## config.mk

```make
export PLATFORM = sky130hd
export DESIGN_NAME = ethmac_tx_fcs_ctrl
export DESIGN_NICKNAME = d
export VERILOG_FILES = /design/src/rtl/ethmac_tx_fcs_ctrl.sv
export SDC_FILE = /design/constraint.sdc
export NUM_CORES = 1
export LEC_CHECK = 0
export BUFFER_PORTS_ARGS = -buffer_cell sky130_fd_sc_hd__buf_2
export CAP_MARGIN = 20
export CORE_MARGIN = 2
export CORE_UTILIZATION = 40
export CTS_CLUSTER_SIZE = 30
export DETAILED_ROUTE_END_ITERATION = 8
export PLACE_DENSITY = 0.72
export SYNTH_ARGS = -nofsm -noshare
export SYNTH_HDL_FRONTEND = slang
export SYNTH_SLANG_ARGS = --single-unit
```

## constraint.sdc

```tcl
create_clock -name i_clk -period 3.6 [get_ports i_clk]
set_input_delay 0.36 -clock i_clk [delete_from_list [all_inputs] [get_ports i_clk]]
set_output_delay 0.36 -clock i_clk [all_outputs]
set_load 0.02 [all_outputs]
```

## src/rtl/ethmac_tx_fcs_ctrl.sv

```systemverilog
`timescale 1ns/1ps
// Ethernet MAC TX sequencer: passes payload to MAC/CRC, optionally pads short frames, appends FCS, enforces IFG.
// Latency: one register stage (word accepted at edge N is on o_mac_* from N to N+1); FCS follows CRC_LAT idle cycles.
// Backpressure: o_tx_ready only in IDLE/DATA; a missing word in DATA aborts the frame with o_underrun, never stalls.
//
// Optional feature macro: ETHMAC_TX_PAD_EN -- when defined, frames shorter than MIN_WORDS are padded with 0x0000.
// Ports:
//   i_clk, i_rst_n                          clock, asynchronous active-low reset
//   i_tx_data/i_tx_valid/i_tx_last/o_tx_ready  payload stream from the frame builder
//   o_mac_data/o_mac_valid/o_mac_last         outgoing word stream (o_mac_last marks the final FCS word)
//   o_crc_reset/o_crc_en/o_crc_data, i_crc    CRC-32 engine control and its final FCS result
//   o_underrun                                one-cycle pulse when a frame is aborted on an input gap
//   o_busy                                    high whenever the sequencer is not idle
module ethmac_tx_fcs_ctrl #(
    parameter int CRC_LAT   = 2,
    parameter int IFG_WORDS = 6,
    parameter int MIN_WORDS = 30
) (
    input  logic        i_clk,
    input  logic        i_rst_n,
    input  logic [15:0] i_tx_data,
    input  logic        i_tx_valid,
    input  logic        i_tx_last,
    output logic        o_tx_ready,
    output logic [15:0] o_mac_data,
    output logic        o_mac_valid,
    output logic        o_mac_last,
    output logic        o_crc_reset,
    output logic        o_crc_en,
    output logic [15:0] o_crc_data,
    input  logic [31:0] i_crc,
    output logic        o_underrun,
    output logic        o_busy
);

    generate
        if (CRC_LAT < 1 || CRC_LAT > 7 || IFG_WORDS < 1 || IFG_WORDS > 63 ||
            MIN_WORDS < 1 || MIN_WORDS > 2047) begin : g_bad_param
            $error("ethmac_tx_fcs_ctrl: parameter out of range");
        end
    endgenerate

    localparam logic [2:0]  CRC_LAT_W   = 3'(CRC_LAT);
    localparam logic [5:0]  IFG_LAST    = 6'(IFG_WORDS - 1);
`ifdef ETHMAC_TX_PAD_EN
    localparam logic [10:0] MIN_WORDS_W = 11'(MIN_WORDS);
`endif

    typedef enum logic [2:0] {
        ST_IDLE     = 3'd0,
        ST_DATA     = 3'd1,
`ifdef ETHMAC_TX_PAD_EN
        ST_PAD      = 3'd2,
`endif
        ST_WAIT_CRC = 3'd3,
        ST_FCS_HI   = 3'd4,
        ST_FCS_LO   = 3'd5,
        ST_IFG      = 3'd6
    } state_t;

    state_t      state_q, state_d;
    logic [10:0] cnt_q, cnt_d;
    logic [2:0]  wait_q, wait_d;
    logic [5:0]  ifg_q, ifg_d;
    logic [15:0] data_q, data_d;
    logic        vld_q, vld_d;
    logic        last_q, last_d;
    logic        crc_en_q, crc_en_d;
    logic        crc_rst_q, crc_rst_d;
    logic        rdy_q, rdy_d;
    logic        udr_q, udr_d;

    logic        take;
    logic        load_word;
    logic [10:0] cnt_inc;
    logic [10:0] cnt_acc;

    // Ready is a register, so it is low during reset and rises one edge after release.
    assign take    = rdy_q & i_tx_valid;
    assign cnt_inc = (&cnt_q) ? cnt_q : cnt_q + 11'd1;

    always_comb begin
        state_d   = state_q;
        cnt_d     = cnt_q;
        wait_d    = wait_q;
        ifg_d     = ifg_q;
        data_d    = 16'h0000;
        vld_d     = 1'b0;
        last_d    = 1'b0;
        crc_en_d  = 1'b0;
        crc_rst_d = 1'b0;
        rdy_d     = 1'b0;
        udr_d     = 1'b0;
        load_word = 1'b0;
        cnt_acc   = cnt_q;

        case (state_q)
            ST_IDLE: begin
                crc_rst_d = 1'b1;
                rdy_d     = 1'b1;
                if (take) begin
                    state_d   = ST_DATA;
                    cnt_acc   = 11'd1;
                    load_word = 1'b1;
                end
            end
            ST_DATA: begin
                rdy_d = 1'b1;
                if (take) begin
                    cnt_acc   = cnt_inc;
                    load_word = 1'b1;
                end else begin
                    // Input gap mid-frame: abort without FCS and go straight to the gap.
                    udr_d     = 1'b1;
                    rdy_d     = 1'b0;
                    crc_rst_d = 1'b1;
                    ifg_d     = '0;
                    state_d   = ST_IFG;
                end
            end
`ifdef ETHMAC_TX_PAD_EN
            ST_PAD: begin
                vld_d    = 1'b1;
                crc_en_d = 1'b1;
                cnt_d    = cnt_inc;
                if (cnt_inc >= MIN_WORDS_W) begin
                    wait_d  = '0;
                    state_d = ST_WAIT_CRC;
                end
            end
`endif
            ST_WAIT_CRC: begin
                // Entered on the edge that loads the final CRC word, so CRC_LAT further
                // increments leave exactly CRC_LAT idle cycles before FCS_HI.
                if (wait_q == CRC_LAT_W) begin
                    data_d  = i_crc[31:16];
                    vld_d   = 1'b1;
                    state_d = ST_FCS_HI;
                end else begin
                    wait_d = wait_q + 3'd1;
                end
            end
            ST_FCS_HI: begin
                data_d  = i_crc[15:0];
                vld_d   = 1'b1;
                last_d  = 1'b1;
                state_d = ST_FCS_LO;
            end
            ST_FCS_LO: begin
                crc_rst_d = 1'b1;
                ifg_d     = '0;
                state_d   = ST_IFG;
            end
            ST_IFG: begin
                crc_rst_d = 1'b1;
                if (ifg_q == IFG_LAST) begin
                    rdy_d   = 1'b1;
                    state_d = ST_IDLE;
                end else begin
                    ifg_d = ifg_q + 6'd1;
                end
            end
            default: begin
                crc_rst_d = 1'b1;
                state_d   = ST_IDLE;
            end
        endcase

        if (load_word) begin
            data_d    = i_tx_data;
            vld_d     = 1'b1;
            crc_en_d  = 1'b1;
            crc_rst_d = 1'b0;
            cnt_d     = cnt_acc;
            if (i_tx_last) begin
                rdy_d  = 1'b0;
                wait_d = '0;
`ifdef ETHMAC_TX_PAD_EN
                state_d = (cnt_acc < MIN_WORDS_W) ? ST_PAD : ST_WAIT_CRC;
`else
                state_d = ST_WAIT_CRC;
`endif
            end
        end
    end

    always_ff @(posedge i_clk or negedge i_rst_n) begin
        if (!i_rst_n) begin
            state_q   <= ST_IDLE;
            cnt_q     <= '0;
            wait_q    <= '0;
            ifg_q     <= '0;
            data_q    <= '0;
            vld_q     <= 1'b0;
            last_q    <= 1'b0;
            crc_en_q  <= 1'b0;
            crc_rst_q <= 1'b1;
            rdy_q     <= 1'b0;
            udr_q     <= 1'b0;
        end else begin
            state_q   <= state_d;
            cnt_q     <= cnt_d;
            wait_q    <= wait_d;
            ifg_q     <= ifg_d;
            data_q    <= data_d;
            vld_q     <= vld_d;
            last_q    <= last_d;
            crc_en_q  <= crc_en_d;
            crc_rst_q <= crc_rst_d;
            rdy_q     <= rdy_d;
            udr_q     <= udr_d;
        end
    end

    assign o_tx_ready  = rdy_q;
    assign o_mac_data  = data_q;
    assign o_mac_valid = vld_q;
    assign o_mac_last  = last_q;
    assign o_crc_reset = crc_rst_q;
    assign o_crc_en    = crc_en_q;
    assign o_crc_data  = data_q;
    assign o_underrun  = udr_q;
    assign o_busy      = (state_q != ST_IDLE);

endmodule

```

==> run summary, run 1 <==
Final setup viols: 0
hold_buf cts: 0
ANT nets after route: 0
gpl congestion: 0.808
Post-Syn Area per Cell: 9.87 um^2
Final #Nets: 303
fmax: 0.582 GHz
Clock transition at path regs: 0.07 ns
worst setup path category: reg -> reg
largest net degree at the start of global routing: 35
CTS root buf: clkbuf_8
Power per Cell Area: 802 nW/um^2
DRC violations left: 0
final worst-path cycle share: 47.8%
initial antenna violation count: 0
DRT iter0 DRCs: 95
HP Class: in -> async
Worst R2R Setup Slack: 1.88 ns
Port Buf Inserts: 90
Max-slew headroom: 47.2%
worst slew pin tran: 0.792 ns
register area: 852 um^2
TritonRoute pass-1 iters: 4
number of flops mapped to enable cells by yosys: 0
# clock sinks: 34
Synth Instances: 174
yosys warns: 0
vias in the first global route: 1534
top_reg_cell synth: dfrtp_1
end of the worst register-to-register path: wait_q[0]
area share of the largest cell type after synthesis: 48.1%
Slew Viols, Final: 0
Total GRT Usage: 18.4%
Worst R2R Start: wait_q[0]
Post-CTS Setup Inserts: 0
Die ar.: 4830 um^2
ANT cells: 0
Final Core Density: 54.1%
reg2reg path depth: 6
Setup crit start kind: register
crit path time final: 1.72 ns
Layout area overhead: 27.8%
Fin. Hold Viols: 0
cts bufs inserted: 5
Via-to-Cell Ratio: 5.29
WP data arrival: 1.93 ns
crit path capture type: register
Initial Util: 42.3%
CORE AREA: 4060 um^2
area of the multi-input gates: 683 um^2
CTS tree: yes
asr flop ratio synth: 100%
vias post-DR: 1576
Max Cap Viol: 0
CP required: 3.81 ns
Max VDD drop: 0.287 mV
CTS-repair resized insts: 0
Clock Latency Late Sink: 0.28 ns
FP Rows: 23
die height: 69.5 um
Syn Std Cell Area: 1720 um^2
largest cells by area after synthesis: dfrtp_1 (48%), buf_4 (7.4%), a22oi_1 (7.0%)
cell taking the most area after synthesis: dfrtp_1
Max FO, Critical Path: 11
status: finished, final reports clean
sequential cell area fraction in the yosys report: 49.6%
Max Root-Sink Buffers: 2
DP HPWL: 3170 um
GRT overflow: 0
Layout fillers: 377
post-synth net total: 230
Lkg Pwr: 0.00122 uW
layout cell share with drive strength beyond 1: 41.5%
die width: 69.5 um
first-pass GRT wire length: 7040 um
wire per inst: 14.6 um
hold slack final: 0.136 ns
Setup TNS: 0 ns
H-Tree Level Count: 2
DRT Wirelength: 4350 um
I/O pin count: 91
Synth Register Bits: 34
RSZ-0062 raised after global routing: false
Worst Skew: 0.00879 ns
post-synth cell types: 36
-- flip-flops by register name, indices dropped and copies added, names as in the netlist --
name         cells
ifg_q            6
o_mac_last       1
o_crc_en         1
o_underrun       1
state_q          3
o_mac_valid      1
o_crc_reset      1
o_crc_data      16
wait_q           3
o_tx_ready       1
-- layer usage --
| metal | share of wire [%] | wire, um | track usage (%) |
|---|---|---|---|
| met1 | 39 | 1710 | 20.8 |
| met2 | 52 | 2250 | 31.6 |
| met3 | 6.6 | 285 | 5.52 |
| met4 | 2.2 | 96 | 8.50 |
| met5 | 0 | 0 | 0 |
-- worst max-delay path, stage by stage (launching register included) --
cell and delay (ns):
dfrtp_1 0.40, inv_1 0.08, ha_1 0.18, nor2b_1 0.48
buf_4 0.29, o21ai_0 0.09, a21oi_1 0.13
-- area by class of cell --
class / count / area share (%)
well taps: 50 / 2.85
repair buffers: 92 / 21.4
inverters: 3 / 0.513
clock buffers: 7 / 3.93
flip-flops and latches: 34 / 38.8
clock inverters: 1 / 1.37
multi-input cells: 111 / 31.1
-- power breakdown --
group / internal, uW / switching [uW]
combinational: 284 / 508
clock: 226 / 130
sequential: 514 / 99.0
-- cells in the mapped netlist, drive strengths merged (2+ instances only) --
master and count:
nand2 22, buf 23, nand4 3, dfrtp 33
nor2 5, nand2b 2, nor3 3, o21ai 9
nand3 19, and3b 3, a21oi 6, nand4b 2
inv 3, mux2i 3, or3 2, a22oi 16
clkbuf 3, ha 4
-- per-stage QoR --
step	cell area, um^2	total power, uW	worst slack (ns)	cells
after floorplan	1720	1230	2.21	174
after global placement	2070	1380	1.70	289
after detailed placement	2080	1420	1.88	290
after CTS	2190	1770	1.86	298
after global routing	2190	1870	1.69	298
final	2190	1760	1.88	298
-- layout by cell type, fill, tap and decap left out, types with 4 or more instances in the layout --
cell type / count
a21oi_1: 6
nand2_1: 22
nor2_1: 5
nand3_1: 19
dfrtp_1: 33
buf_2: 90
ha_1: 4
clkbuf_8: 6
o21ai_0: 8
a22oi_1: 16
-- logic make-up after synthesis --
family                     synth area share [%]
and+or+nand+nor                            21.8
buffers and inverters                      10.9
muxes                                      1.75
adders and majority gates                  2.92
AOI/OAI and AO/OA                          13.0
DFF                                        49.6
-- worst max path at each step --
stage / slack, ns / start / cells after the start / to
2_1_floorplan: 2.21 / wait_q[0] / 7 / o_crc_data[5]
3_3_place_gp: 1.70 / state_q[1] / 3 / o_crc_data[2]
3_5_place_dp: 1.88 / wait_q[0] / 6 / wait_q[0]
4_1_cts: 1.86 / wait_q[0] / 6 / wait_q[0]
5_1_grt: 1.69 / wait_q[0] / 6 / wait_q[0]
6_report: 1.88 / wait_q[0] / 6 / wait_q[0]
Note: power is estimated with default switching activity, not from simulation.
==> inputs of run 2 (changes only) <==
--- a/config.mk
+++ b/config.mk
@@ -11,7 +11,7 @@
 export CORE_UTILIZATION = 40
 export CTS_CLUSTER_SIZE = 30
 export DETAILED_ROUTE_END_ITERATION = 8
-export PLACE_DENSITY = 0.72
+export PLACE_DENSITY = 0.75
 export SYNTH_ARGS = -nofsm -noshare
 export SYNTH_HDL_FRONTEND = slang
 export SYNTH_SLANG_ARGS = --single-unit
==> constraint.sdc (replaced) <==
create_clock -name i_clk -period 1.44 [get_ports i_clk]
set_input_delay 0.144 -clock i_clk [delete_from_list [all_inputs] [get_ports i_clk]]
set_output_delay 0.144 -clock i_clk [all_outputs]
set_load 0.02 [all_outputs]
==> run summary, run 2 (same netlist as run 1, synthesis figures left out) <==
CORE AREA: 4060 um^2 (unchanged)
DRT Wirelength: 4720 um (+8.7%)
Power per Cell Area: 1920 nW/um^2 (+140%)
DRT iter0 DRCs: 61 (-36%)
ANT nets after route: 0 (unchanged)
Final Core Density: 58.5% (+4.4 points)
HP Class: in -> reg
worst slew pin tran: 0.401 ns (-0.391 ns)
met1 GRT Util: 22.5% (+1.7 points)
DRC violations left: 0 (unchanged)
met3 GRT Util: 3.78% (-1.7 points)
crit path time final: 1.42 ns
GRT overflow: 0 (unchanged)
initial antenna violation count: 0 (unchanged)
I/O pin count: 91 (unchanged)
Clock transition at path regs: 0.07 ns (about the same)
Worst Setup SP: state_q[0]
CTS tree: yes
Max Root-Sink Buffers: 2 (unchanged)
# placed instances: 300 (+3.4%)
fmax: 0.704 GHz
Total GRT Usage: 18.8% (+0.39 points)
DP HPWL: 3430 um (+8.1%)
Final #Nets: 317 (+4.6%)
largest net degree at the start of global routing: 22 (-37%)
WP data arrival: 1.28 ns (-0.65 ns)
Port Buf Inserts: 90 (unchanged)
CP required: 1.30 ns (-2.51 ns)
Max Cap Viol: 0 (unchanged)
Initial Util: 42.3% (unchanged)
Layout Cells excl Fill: 312 (+4.7%)
worst setup path category: reg -> out
Max VDD drop: 0.668 mV (+130%)
Die ar.: 4830 um^2 (unchanged)
ANT cells: 0 (unchanged)
layer with the highest usage: met2
Final Power: 4550 uW (+160%)
FP Rows: 23 (unchanged)
TritonRoute pass-1 iters: 4 (unchanged)
max reg flops: 16 (unchanged)
Slew Viols, Final: 0 (unchanged)
Final setup viols: 0 (unchanged)
Worst Skew: 0.00501 ns (-0.00379 ns)
layout cell share with drive strength beyond 1: 48.5% (+6.9 points)
die height: 69.5 um (unchanged)
post-placement cell area: 2190 um^2 (+5.2%)
Max-slew headroom: 73.2% (+26 points)
Fin. Hold Viols: 0 (unchanged)
vias post-DR: 1662 (+5.5%)
status: finished, final reports clean
Lkg Pwr: 0.00129 uW (+5.8%)
wire per inst: 15.1 um (+3.8%)
vias in the first global route: 1564 (+2.0%)
Setup crit start kind: register
met2 usage: 32.9% (+1.3 points)
Worst Min Path Start: i_crc[27]
first-pass GRT wire length: 7310 um (+3.7%)
Worst R2R Start: state_q[0]
commonest non-fill, non-tap cell in the layout: buf_2
final worst-path cycle share: 98.7%
cts bufs inserted: 5 (unchanged)
commonest non-fill, non-tap cells in the layout: buf_2 (89), dfrtp_1 (30), nand2_1 (22), nand3_1 (19), a22oi_1 (16)
Layout fillers: 345 (-8.5%)
Layout area overhead: 38.2%
crit path capture type: output port
Clock Latency Late Sink: 0.29 ns (about the same)
Max FO, Critical Path: 8 (-3)
gpl congestion: 0.842 (+4.2%)
H-Tree Level Count: 2 (unchanged)
CTS root buf: clkbuf_8
Final Cell Area: 2370 um^2 (+8.1%)
# clock sinks: 34 (unchanged)
Via-to-Cell Ratio: 5.33 (+0.72%)
die width: 69.5 um (unchanged)
==> run 2: cell types whose count changed in the layout (fill, tap and decap cells not counted), sizes merged <==
cell	change
buf	+13
bufinv	-1
clkbuf	-1
clkinv	+1
clkinvlp	+1
dlygate4sd3	+1
==> run 2: power breakdown <==
| part | switching, uW | leakage, uW | internal, uW |
|---|---|---|---|
| Clock | 346 | 0.0000472 | 384 |
| Combinational | 1380 | 0.000801 | 920 |
| Sequential | 229 | 0.000445 | 1290 |
| Total | 1950 | 0.00129 | 2600 |
==> run 2: what timing repair did <==
action | in CTS | in global routing
setup endpoints to repair | 1 | 19
pin swaps | 0 | 2
resized for setup | 1 | 13
setup buffers | 2 | 1
hold buffers | 1 | 0
endpoints found under the hold margin | 16 | 0
==> run 2: layer usage <==
metal,part of all wire (%),wire [um]
met5,0,0
met3,5.6,266
met2,53,2490
met4,2.3,110
met1,39,1850
==> run 2: area by class of cell <==
type / count / area [um^2] / area share [%]
flip-flops and latches: 34 / 856 / 36.1
repair buffers: 106 / 621 / 26.2
multi-input cells: 111 / 727 / 30.6
well taps: 50 / 62.6 / 2.64
inverters: 3 / 11.3 / 0.475
clock inverters: 2 / 12.5 / 0.527
clock buffers: 6 / 82.6 / 3.48
==> run 2: path summary, 6_finish.rpt <==
check                      cells after the start  slack (ns)        endpoint
setup reg to reg                               3        0.04        ifg_q[3]
hold reg to reg                                1        0.52        ifg_q[4]
setup / recovery                               2        0.02          o_busy
min in group asynchronous                      2        0.31        ifg_q[2]
max in group asynchronous                      3        0.61     o_crc_reset
hold / removal                                 3        0.07  o_crc_data[11]
==> run 2: metrics by stage <==
step | hold WS (ns) | setup slack [ns] | TNS, ns
6_report | 0.0720 | 0.0186 | 0
5_1_grt | 0.0748 | -0.00311 | -0.00503
4_1_cts | 0.0680 | 0.0166 | 0
3_5_place_dp | 0.102 | 0.0293 | 0
3_3_place_gp | 0.0910 | 0.0788 | 0
2_1_floorplan | -0.152 | 0.0476 | 0
==> run 2: worst max-delay path: stages (launching register included) <==
cell and delay (ns):
dfrtp_2 0.46, or3_4 0.39, buf_6 0.14
==> inputs of run 3 (changes only) <==
--- a/config.mk
+++ b/config.mk
@@ -12,6 +12,7 @@
 export CTS_CLUSTER_SIZE = 30
 export DETAILED_ROUTE_END_ITERATION = 8
 export PLACE_DENSITY = 0.75
+export REMOVE_ABC_BUFFERS = 1
 export SYNTH_ARGS = -nofsm -noshare
 export SYNTH_HDL_FRONTEND = slang
 export SYNTH_SLANG_ARGS = --single-unit
==> run summary, run 3 (same netlist as run 1, synthesis figures left out) <==
DP HPWL: 3370 um (-1.8%)
crit path capture type: output port
worst setup path category: reg -> out
Layout fillers: 354 (+2.6%)
Layout Cells excl Fill: 315 (+0.96%)
HP Class: in -> reg
Lkg Pwr: 0.00129 uW (-0.16%)
Max-slew headroom: 71.8% (-1.5 points)
cts bufs inserted: 5 (unchanged)
Total GRT Usage: 19.1% (+0.33 points)
met2 usage: 33.5% (+0.64 points)
Worst Skew: 0.00662 ns (+0.00162 ns)
# placed instances: 300 (unchanged)
Setup WS post-layout: 0.0192 ns (+0.000536 ns)
CORE AREA: 4060 um^2 (unchanged)
WP data arrival: 1.28 ns (about the same)
vias in the first global route: 1596 (+2.0%)
met3 GRT Util: 4.36% (+0.58 points)
DRT iter0 DRCs: 77 (+26%)
Clock transition at path regs: 0.07 ns (about the same)
Max Cap Viol: 0 (unchanged)
commonest non-fill, non-tap cells in the layout: buf_2 (90), dfrtp_1 (30), nand2_1 (22), nand3_1 (19), a22oi_1 (16)
CP peak stage delay: 0.42 ns (-0.04 ns)
max reg flops: 16 (unchanged)
FP Rows: 23 (unchanged)
H-Tree Level Count: 2 (unchanged)
die height: 69.5 um (unchanged)
DRT Wirelength: 4530 um (-4.0%)
I/O pin count: 91 (unchanged)
Setup crit start kind: register
register area: 856 um^2 (unchanged)
Layout area overhead: 35.3%
RSZ-0062 raised after global routing: true
first-pass GRT wire length: 7330 um (+0.27%)
wire per inst: 14.4 um (-4.9%)
# clock sinks: 34 (unchanged)
fmax: 0.704 GHz (about the same)
area of the multi-input gates: 696 um^2 (-4.3%)
vias post-DR: 1613 (-2.9%)
Final setup viols: 0 (unchanged)
TritonRoute pass-1 iters: 4 (unchanged)
layout cell share with drive strength beyond 1: 46.8% (-1.7 points)
Max VDD drop: 0.728 mV (+9.1%)
GRT overflow: 0 (unchanged)
cells along the critical path: or3_1 -> buf_2
final worst-path cycle share: 98.7% (about the same)
met1 GRT Util: 21.4% (-1.0 points)
reg2reg path depth: 4 (+1)
Setup WS pre-CTS: 0.0506 ns (+0.0214 ns)
Max FO, Critical Path: 3 (-5)
CTS tree: yes
Final Core Density: 57.3% (-1.2 points)
hold slack final: 0.0720 ns (-0.0000463 ns)
commonest non-fill, non-tap cell in the layout: buf_2
gpl congestion: 0.817 (-2.9%)
CP required: 1.30 ns (about the same)
ANT cells: 0 (unchanged)
status: finished, final reports clean
layer with the highest usage: met2
CTS root buf: clkbuf_8
Power per Cell Area: 1900 nW/um^2 (-0.80%)
Initial Util: 42.3% (unchanged)
Die ar.: 4830 um^2 (unchanged)
Port Buf Inserts: 90 (unchanged)
worst slew pin tran: 0.423 ns (+0.0221 ns)
DRC violations left: 0 (unchanged)
crit path time final: 1.42 ns (-0.000536 ns)
Fin. Hold Viols: 0 (unchanged)
initial antenna violation count: 0 (unchanged)
Slew Viols, Final: 0 (unchanged)
Final #Nets: 320 (+0.95%)
Via-to-Cell Ratio: 5.12 (-3.9%)
die width: 69.5 um (unchanged)
slowest CP cell: dfrtp_2
hold depth: 3 (unchanged)
Clock Latency Late Sink: 0.28 ns (about the same)
largest net degree at the start of global routing: 19 (-14%)
Max Root-Sink Buffers: 2 (unchanged)
ANT nets after route: 0 (unchanged)
run 3: final timing paths:
check | slack [ns] | end | startpoint
setup / recovery | 0.02 | o_busy | state_q[1]
hold / removal | 0.07 | o_crc_data[4] | i_crc[20]
setup reg to reg | 0.05 | ifg_q[3] | state_q[1]
hold reg to reg | 0.53 | ifg_q[4] | ifg_q[4]
max in group asynchronous | 0.60 | o_crc_reset | i_rst_n
min in group asynchronous | 0.33 | o_crc_data[6] | i_rst_n
run 3: metal layers:
metal	wire [um]	part of all wire, %
met2	2410	53
met5	0	0
met1	1750	39
met4	133	2.9
met3	238	5.3
run 3: stage by stage:
stage / total power (uW) / instance area [um^2] / setup TNS [ns]
2_1_floorplan: 2740 / 1540 / -11.84
3_3_place_gp: 3620 / 2170 / 0
3_5_place_dp: 3660 / 2170 / 0
4_1_cts: 4380 / 2280 / 0
5_1_grt: 4740 / 2320 / -0.0133
6_report: 4420 / 2320 / 0
run 3: report_power, final:
| group | internal [uW] | total (uW) | switching, uW |
|---|---|---|---|
| combinational | 894 | 2270 | 1380 |
| clock | 343 | 656 | 313 |
| sequential | 1290 | 1500 | 204 |
run 3: layout make-up:
cell class,count,share of cell area (%)
clock buffer,8,3.45
inverter,3,0.485
multi-input combinational,111,29.9
sequential,34,36.8
tap,50,2.69
timing repair buffer,109,26.6
run 3: repair_timing:
action | in CTS | in global routing
pin swaps | 0 | 3
hold endpoints to repair | 16 | 0
gates resized for setup | 1 | 7
buffers inserted | 2 | 4
hold buffers | 1 | 0
endpoints found under the setup margin | 1 | 16
run 3: worst max-delay path: cells and delay by family (launching register included):
kind	cells	cell delay (ns)
buffers and inverters	1	0.18
flip-flops	1	0.42
AND/OR/NAND/NOR	1	0.41
